<file path="src/rtl/fetch_controller_pkg.sv">
// rtl/fetch_controller_pkg.sv - shared types and constants for the fetch front end
//
// Purpose: state encoding for the fetch state machine and the instruction
// word width shared by fetch_controller and instr_skid.
// Ports: none (package).

package fetch_controller_pkg;

    localparam int INSTR_WIDTH = 16;

    typedef enum logic [1:0] {
        FC_LOAD = 2'd0,
        FC_FILL = 2'd1,
        FC_RUN  = 2'd2,
        FC_HALT = 2'd3
    } fc_state_e;

    // Branch and halt requests are only honoured while the front end is
    // actively sequencing the PC; HALT waits exclusively for resume.
    function automatic logic fc_accepts_redirect(input fc_state_e state);
        return state != FC_HALT;
    endfunction

endpackage

</file>
<file path="src/rtl/fetch_controller_instr_skid.sv">
// rtl/fetch_controller_instr_skid.sv - one-entry skid register for stalled instructions
//
// Purpose: holds the instruction word (and its address) that was on the ROM
// output when the decoder stalled, so the ROM output can move on to the next
// word without losing the stalled one.
// Ports:
//   i_clk      system clock
//   i_reset    synchronous active-high reset, empties the register
//   i_capture  load i_data/i_addr and mark full
//   i_clear    mark empty after the held word has been accepted
//   i_flush    discard contents (redirect or halt); wins over clear/capture
//   i_data     instruction word to capture
//   i_addr     address of the instruction word to capture
//   o_full     register holds a word
//   o_data     held instruction word
//   o_addr     address of held instruction word

module instr_skid
    import fetch_controller_pkg::*;
#(
    parameter int ADDR_WIDTH = 8
) (
    input  logic                   i_clk,
    input  logic                   i_reset,
    input  logic                   i_capture,
    input  logic                   i_clear,
    input  logic                   i_flush,
    input  logic [INSTR_WIDTH-1:0] i_data,
    input  logic [ADDR_WIDTH-1:0]  i_addr,
    output logic                   o_full,
    output logic [INSTR_WIDTH-1:0] o_data,
    output logic [ADDR_WIDTH-1:0]  o_addr
);

    logic                   full_q;
    logic [INSTR_WIDTH-1:0] data_q;
    logic [ADDR_WIDTH-1:0]  addr_q;

    // Only the full flag needs reset; the payload is ignored while empty.
    always_ff @(posedge i_clk) begin
        if (i_reset || i_flush) begin
            full_q <= 1'b0;
        end else if (i_clear) begin
            full_q <= 1'b0;
        end else if (i_capture) begin
            full_q <= 1'b1;
        end
    end

    always_ff @(posedge i_clk) begin
        if (i_capture && !i_flush && !i_clear) begin
            data_q <= i_data;
            addr_q <= i_addr;
        end
    end

    assign o_full = full_q;
    assign o_data = data_q;
    assign o_addr = addr_q;

endmodule

</file>
<file path="src/rtl/fetch_controller.sv">
// rtl/fetch_controller.sv - PC/ROM sequencer with valid/ready decoder handshake
//
// Purpose: drives the program counter's load/increment strobes, hides the
// one-cycle ROM read latency and presents instructions to the decoder with a
// valid/ready handshake. Handles reset-vector fetch, taken-branch redirects,
// decoder back-pressure through a one-entry skid register, and halt/resume.
// Ports:
//   i_clk             system clock
//   i_reset           synchronous active-high reset
//   i_pc_instruction  ROM word, one cycle behind the PC address
//   o_pc_inc          PC increment strobe
//   o_pc_load         PC load strobe (priority over increment in the PC)
//   o_pc_addr         PC load target
//   o_instr_valid     o_instruction / o_instr_addr valid
//   i_instr_ready     decoder accepts; transfer = valid && ready
//   o_instruction     presented instruction, zero when not valid
//   o_instr_addr      address of presented instruction
//   i_branch          taken-branch pulse
//   i_branch_addr     branch target
//   i_halt            stop fetching
//   i_resume          leave HALT
//   o_halted          high in HALT

module fetch_controller
    import fetch_controller_pkg::*;
#(
    parameter int                    ADDR_WIDTH   = 8,
    parameter logic [ADDR_WIDTH-1:0] RESET_VECTOR = '0
) (
    input  logic                   i_clk,
    input  logic                   i_reset,
    input  logic [INSTR_WIDTH-1:0] i_pc_instruction,
    output logic                   o_pc_inc,
    output logic                   o_pc_load,
    output logic [ADDR_WIDTH-1:0]  o_pc_addr,
    output logic                   o_instr_valid,
    input  logic                   i_instr_ready,
    output logic [INSTR_WIDTH-1:0] o_instruction,
    output logic [ADDR_WIDTH-1:0]  o_instr_addr,
    input  logic                   i_branch,
    input  logic [ADDR_WIDTH-1:0]  i_branch_addr,
    input  logic                   i_halt,
    input  logic                   i_resume,
    output logic                   o_halted
);

    localparam logic [ADDR_WIDTH-1:0] ADDR_ONE = {{(ADDR_WIDTH-1){1'b0}}, 1'b1};

    fc_state_e               state_q, state_d;
    logic [ADDR_WIDTH-1:0]   target_q, target_d;
    logic [ADDR_WIDTH-1:0]   instr_addr_q, instr_addr_d;

    logic                    skid_full;
    logic [INSTR_WIDTH-1:0]  skid_data;
    logic [ADDR_WIDTH-1:0]   skid_addr;
    logic                    skid_capture;
    logic                    skid_clear;
    logic                    skid_flush;

    logic                    valid;
    logic                    transfer;
    logic                    pc_inc;
    logic                    pc_load;
    logic                    halted;
    logic [ADDR_WIDTH-1:0]   addr_after_transfer;

    instr_skid #(
        .ADDR_WIDTH (ADDR_WIDTH)
    ) u_skid (
        .i_clk     (i_clk),
        .i_reset   (i_reset),
        .i_capture (skid_capture),
        .i_clear   (skid_clear),
        .i_flush   (skid_flush),
        .i_data    (i_pc_instruction),
        .i_addr    (instr_addr_q),
        .o_full    (skid_full),
        .o_data    (skid_data),
        .o_addr    (skid_addr)
    );

    always_ff @(posedge i_clk) begin
        if (i_reset) begin
            state_q      <= FC_LOAD;
            target_q     <= RESET_VECTOR;
            instr_addr_q <= RESET_VECTOR;
        end else begin
            state_q      <= state_d;
            target_q     <= target_d;
            instr_addr_q <= instr_addr_d;
        end
    end

    // valid depends on state only, so transfer is a pure function of state
    // and i_instr_ready.
    assign valid               = (state_q == FC_RUN);
    assign transfer            = valid && i_instr_ready;
    assign addr_after_transfer = transfer ? instr_addr_q + ADDR_ONE : instr_addr_q;

    always_comb begin
        state_d      = state_q;
        target_d     = target_q;
        instr_addr_d = instr_addr_q;
        pc_inc       = 1'b0;
        pc_load      = 1'b0;
        halted       = 1'b0;
        skid_capture = 1'b0;
        skid_clear   = 1'b0;
        skid_flush   = 1'b0;

        unique case (state_q)
            FC_LOAD: begin
                pc_load = 1'b1;
                state_d = FC_FILL;
            end
            FC_FILL: begin
                // The ROM output this cycle is stale; advancing the PC now
                // puts target+1 on the address so the word for target
                // arrives next cycle and target+1 the cycle after.
                pc_inc       = 1'b1;
                instr_addr_d = target_q;
                state_d      = FC_RUN;
            end
            FC_RUN: begin
                // The PC only advances on acceptance. On a stall the ROM
                // output still moves one word ahead (it was already one
                // address behind the PC), so the stalled word is parked in
                // the skid while the ROM keeps showing its successor.
                pc_inc       = transfer;
                skid_capture = !skid_full && !transfer;
                skid_clear   = skid_full && transfer;
                instr_addr_d = addr_after_transfer;
            end
            FC_HALT: begin
                halted = 1'b1;
                if (i_resume) begin
                    state_d = FC_LOAD;
                end
            end
            default: begin
                state_d = FC_LOAD;
            end
        endcase

        // Redirects override the normal sequencing. A transfer in the same
        // cycle still completes on the decoder side; the PC is reloaded, so
        // it must not be incremented.
        if (fc_accepts_redirect(state_q)) begin
            if (i_halt) begin
                pc_inc       = 1'b0;
                skid_capture = 1'b0;
                skid_clear   = 1'b0;
                skid_flush   = 1'b1;
                state_d      = FC_HALT;
                if (i_branch) begin
                    target_d = i_branch_addr;
                end else if (state_q == FC_RUN) begin
                    target_d = addr_after_transfer;
                end else begin
                    target_d = target_q;
                end
            end else if (i_branch) begin
                pc_inc       = 1'b0;
                skid_capture = 1'b0;
                skid_clear   = 1'b0;
                skid_flush   = 1'b1;
                target_d     = i_branch_addr;
                state_d      = FC_LOAD;
            end
        end
    end

    assign o_pc_inc      = pc_inc;
    assign o_pc_load     = pc_load;
    assign o_pc_addr     = target_q;
    assign o_halted      = halted;
    assign o_instr_valid = valid;
    assign o_instruction = !valid    ? '0 :
                           skid_full ? skid_data : i_pc_instruction;
    // While the skid is full its address equals instr_addr_q; taking it from
    // the skid keeps word and address paired by construction.
    assign o_instr_addr  = skid_full ? skid_addr : instr_addr_q;

endmodule

</file>
<file path="config.mk">
export PLATFORM = sky130hd
export DESIGN_NAME = fetch_controller
export DESIGN_NICKNAME = d
export VERILOG_FILES = /design/src/rtl/fetch_controller_pkg.sv /design/src/rtl/fetch_controller_instr_skid.sv /design/src/rtl/fetch_controller.sv
export SDC_FILE = /design/constraint.sdc
export NUM_CORES = 1
export LEC_CHECK = 0
export BUFFER_PORTS_ARGS = -buffer_cell sky130_fd_sc_hd__buf_2
export CAP_MARGIN = 20
export CORE_MARGIN = 4
export CORE_UTILIZATION = 40
export DETAILED_ROUTE_END_ITERATION = 8
export PLACE_DENSITY = 0.6
export SYNTH_ARGS = -nofsm -noshare
export SYNTH_HDL_FRONTEND = slang
export SYNTH_HIERARCHICAL = 1
export SYNTH_SLANG_ARGS = --single-unit
</file>
<file path="constraint.sdc">
create_clock -name i_clk -period 5 [get_ports i_clk]
set_clock_uncertainty 0.15 [all_clocks]
set_input_delay 1 -clock i_clk [delete_from_list [all_inputs] [get_ports i_clk]]
set_output_delay 1 -clock i_clk [all_outputs]
set_load 0.01 [all_outputs]
</file>
==> reports/qor.yml <==
place:
  routabilityCongestion: 0.7956
  place_inst: 358
  port_buffers: 65
  worst_setup_slack_after_placement_ps: 2078
  dpl-instance-area_mm2: 0.002665
  detailed_place_hpwl_um: 3617
grt:
  grt_pass1_wl_um: 8376
  initial_antenna_violation_count: 0
  global_route.usage.total: 0.1492
  grt_start_max_net_pins: 25
  grt_pass1_vias: 1726
  global_route.overflow_total: 0
synthesis:
  yosysMostFrequentCell: "sky130_fd_sc_hd__nor2_1"
  synth.distinct_cells: 44
  syn-num-nets: 267
  ys.warnings.count: 6
  postSynthAreaPerCell_um2: 9.880
  synthCells: 231
  synth-edff-count: 24
  synth_largest_type_area_fraction: 0.3158
  post_synth_arst_share: 0
  netlist.top_cell.by_area: "sky130_fd_sc_hd__edfxtp_1"
  post_synth_most_frequent_cells: "39 x sky130_fd_sc_hd__nor2_1, 24 x sky130_fd_sc_hd__edfxtp_1, 19 x sky130_fd_sc_hd__dfxtp_1"
  yosys_register_bits: 43
  ys.flop_type: "sky130_fd_sc_hd__edfxtp_1"
  synth_area_leaders: "sky130_fd_sc_hd__edfxtp_1 32%, sky130_fd_sc_hd__dfxtp_1 17%, sky130_fd_sc_hd__mux2i_1 7.5%"
  syn_area_mm2: 0.002282
  synth-seq-area-share: 0.4825
power_and_ir_drop:
  leakage_nw: 1.111
  power.density_mw_per_mm2: 291.4
  fin_total_pwr_uw: 809.3
  vdd.ir_drop.worst_mv: 0.09974
min_path:
  timing.hold.worst.class: "flip-flop to flip-flop"
  hold-path-endpoint: "o_pc_addr[2]"
  timing.hold.worst.start: "o_pc_addr[2]"
  hold_crit_depth: 2
sta:
  final-setup-viol-count: 0
  final-max-slew-violation-count: 0
  slew_headroom: 0.5740
  final_period_utilization: 0.6353
  fin_crit_ps: 3176
  total_neg_setup_slack_ps: 0
  fmaxAchievable_ghz: 0.3148
  hold_violations: 0
  tightestPinTransition_ps: 638.1
  rsz_0062_raised_after_global_routing: "false"
  final.setup.worst_slack_ps: 1824
layout:
  area.growth.synth_to_final_pct: 21.71
  fill_cells: 518
  post_layout_nonfiller_instances: 366
  num_antenna_cells: 0
  post-route-cell-area_mm2: 0.002778
  multi_input_comb_area_mm2: 0.001100
  register_area_mm2: 0.001101
  final_net_count: 329
  drive_above_1_share: 0.3027
floorplan:
  std_cell_rows: 27
  coreArea_mm2: 0.005507
  dieArea_mm2: 0.006978
  die_extent_in_x_um: 83.54
  fp.dieH_um: 83.54
  initial_core_util: 0.4145
  io_pins: 66
clocking:
  postCtsSetupRepairBufs: 0
  cts-htree-levels: 2
  insertion_delay_ps: 300
  clk_pin_slew_ps: 80
  tritoncts: "done"
  clockRootBuffer: "sky130_fd_sc_hd__clkbuf_8"
  ctsResizeCount: 0
  cts_buffer_depth: 2
  hold_buffers: 0
  cts_inserted_buffers: 5
  clkSinkCount: 43
setup_path:
  timing.critical_path.arrival_ps: 2030
  cp-end-kind: "output pin"
  crit_fanout: 22
  setup.reg_to_reg.worst_slack_ps: 2750
  critPathKind: "flip-flop to output pin"
  cp.required_ps: 3850
  regToRegStartpoint: "state_q[1]"
  timing.critical_path.from_type: "flip-flop"
  rr_worst_depth: 5
  r2r_end: "u_skid/o_addr[7]"
drt:
  drc: 0
  totalWireLength_um: 4984
  drt_first_iter_violations: 50
  detailroute.via_count: 1807
  vias_per_cell: 4.937
  antenna_violating_nets_post_route: 0
  drt-pass1-iter-count: 4
  route.detailed.wl_per_inst_um: 13.62
run:
  maxCapViolCount: 0
outcome:
  outcome: "finished clean"
-- cell usage in the layout, fill, tap and decap left out, types with 3 or more instances in the layout --
cell type,count
sky130_fd_sc_hd__a21oi_1,12
sky130_fd_sc_hd__ha_1,6
sky130_fd_sc_hd__a311oi_1,4
sky130_fd_sc_hd__mux2i_1,17
sky130_fd_sc_hd__o211ai_1,3
sky130_fd_sc_hd__inv_1,6
sky130_fd_sc_hd__or2b_1,4
sky130_fd_sc_hd__mux2_2,6
sky130_fd_sc_hd__nand2_1,13
sky130_fd_sc_hd__or3_1,3
sky130_fd_sc_hd__edfxtp_1,24
sky130_fd_sc_hd__buf_4,3
sky130_fd_sc_hd__a211o_1,3
sky130_fd_sc_hd__dfxtp_1,19
sky130_fd_sc_hd__nor3_1,3
sky130_fd_sc_hd__nor3b_1,3
sky130_fd_sc_hd__nand3_1,6
sky130_fd_sc_hd__o2bb2ai_1,3
sky130_fd_sc_hd__nand2b_1,7
sky130_fd_sc_hd__o21ai_0,12
sky130_fd_sc_hd__xnor2_1,3
sky130_fd_sc_hd__buf_2,65
sky130_fd_sc_hd__clkbuf_8,5
sky130_fd_sc_hd__nor2_1,39
-- power by group --
part           switching, mW  leakage [nW]  internal, mW  total, mW
logic                 0.0751         0.677        0.0598      0.135
clock network          0.122        0.0581         0.149      0.270
registers             0.0164         0.376         0.388      0.404
total                  0.213          1.11         0.596      0.809
-- metal layers --
metal  GRT usage  wire (um)
met5           0          0
met4     0.06579         95
met3     0.04146        324
met2      0.2128       2035
met1      0.2103       2528
-- worst max path at each step --
stage	startpoint	slack (ps)	end
final	state_q[0]	1820	o_instruction[13]
after global routing	state_q[0]	1540	o_instruction[1]
after CTS	state_q[0]	1760	o_instruction[13]
after detailed placement	i_branch	2080	o_pc_inc
after global placement	state_q[0]	2100	o_instruction[13]
after floorplan	i_branch	1190	u_skid/o_addr[0]
-- registers in the layout, summed over array words and instances (netlist names) --
name and count:
u_skid/o_data 16, instr_addr_q 8, o_pc_addr 8, u_skid/o_addr 8, state_q 2, u_skid/o_full 1
-- cell type report --
type | count | share of cell area
multi-input combinational | 168 | 0.3959
sequential | 43 | 0.3964
clock buffer | 5 | 0.02477
clock inverter | 3 | 0.01577
timing repair buffer | 68 | 0.1252
inverter | 7 | 0.009459
tap | 72 | 0.03243
-- logic make-up after synthesis --
group,count (synthesis),synth area share
DFF,43,0.4825
and+or+nand+nor,87,0.1870
AOI/OAI and AO/OA,48,0.1404
xor gates and xnor gates,4,0.01535
buffers and inverters,20,0.03783
muxes,23,0.1042
adders and majority gates,6,0.03289
-- critical path, stage by stage, from the launching register on --
cell and delay [ps]:
sky130_fd_sc_hd__dfxtp_1 360, sky130_fd_sc_hd__inv_1 130, sky130_fd_sc_hd__ha_1 150, sky130_fd_sc_hd__buf_4 250
sky130_fd_sc_hd__clkinv_1 460, sky130_fd_sc_hd__nor2_1 230, sky130_fd_sc_hd__buf_2 150
-- metrics by stage --
step | utilization | hold WS [ps]
after floorplan | - | 315.9
after global placement | 0.4840 | 314.1
after detailed placement | 0.4840 | 313.5
after CTS | 0.5044 | 328.1
after global routing | 0.5044 | 355.7
final | 0.5044 | 324.9
No activity file was read; power rests on OpenSTA's default activity.
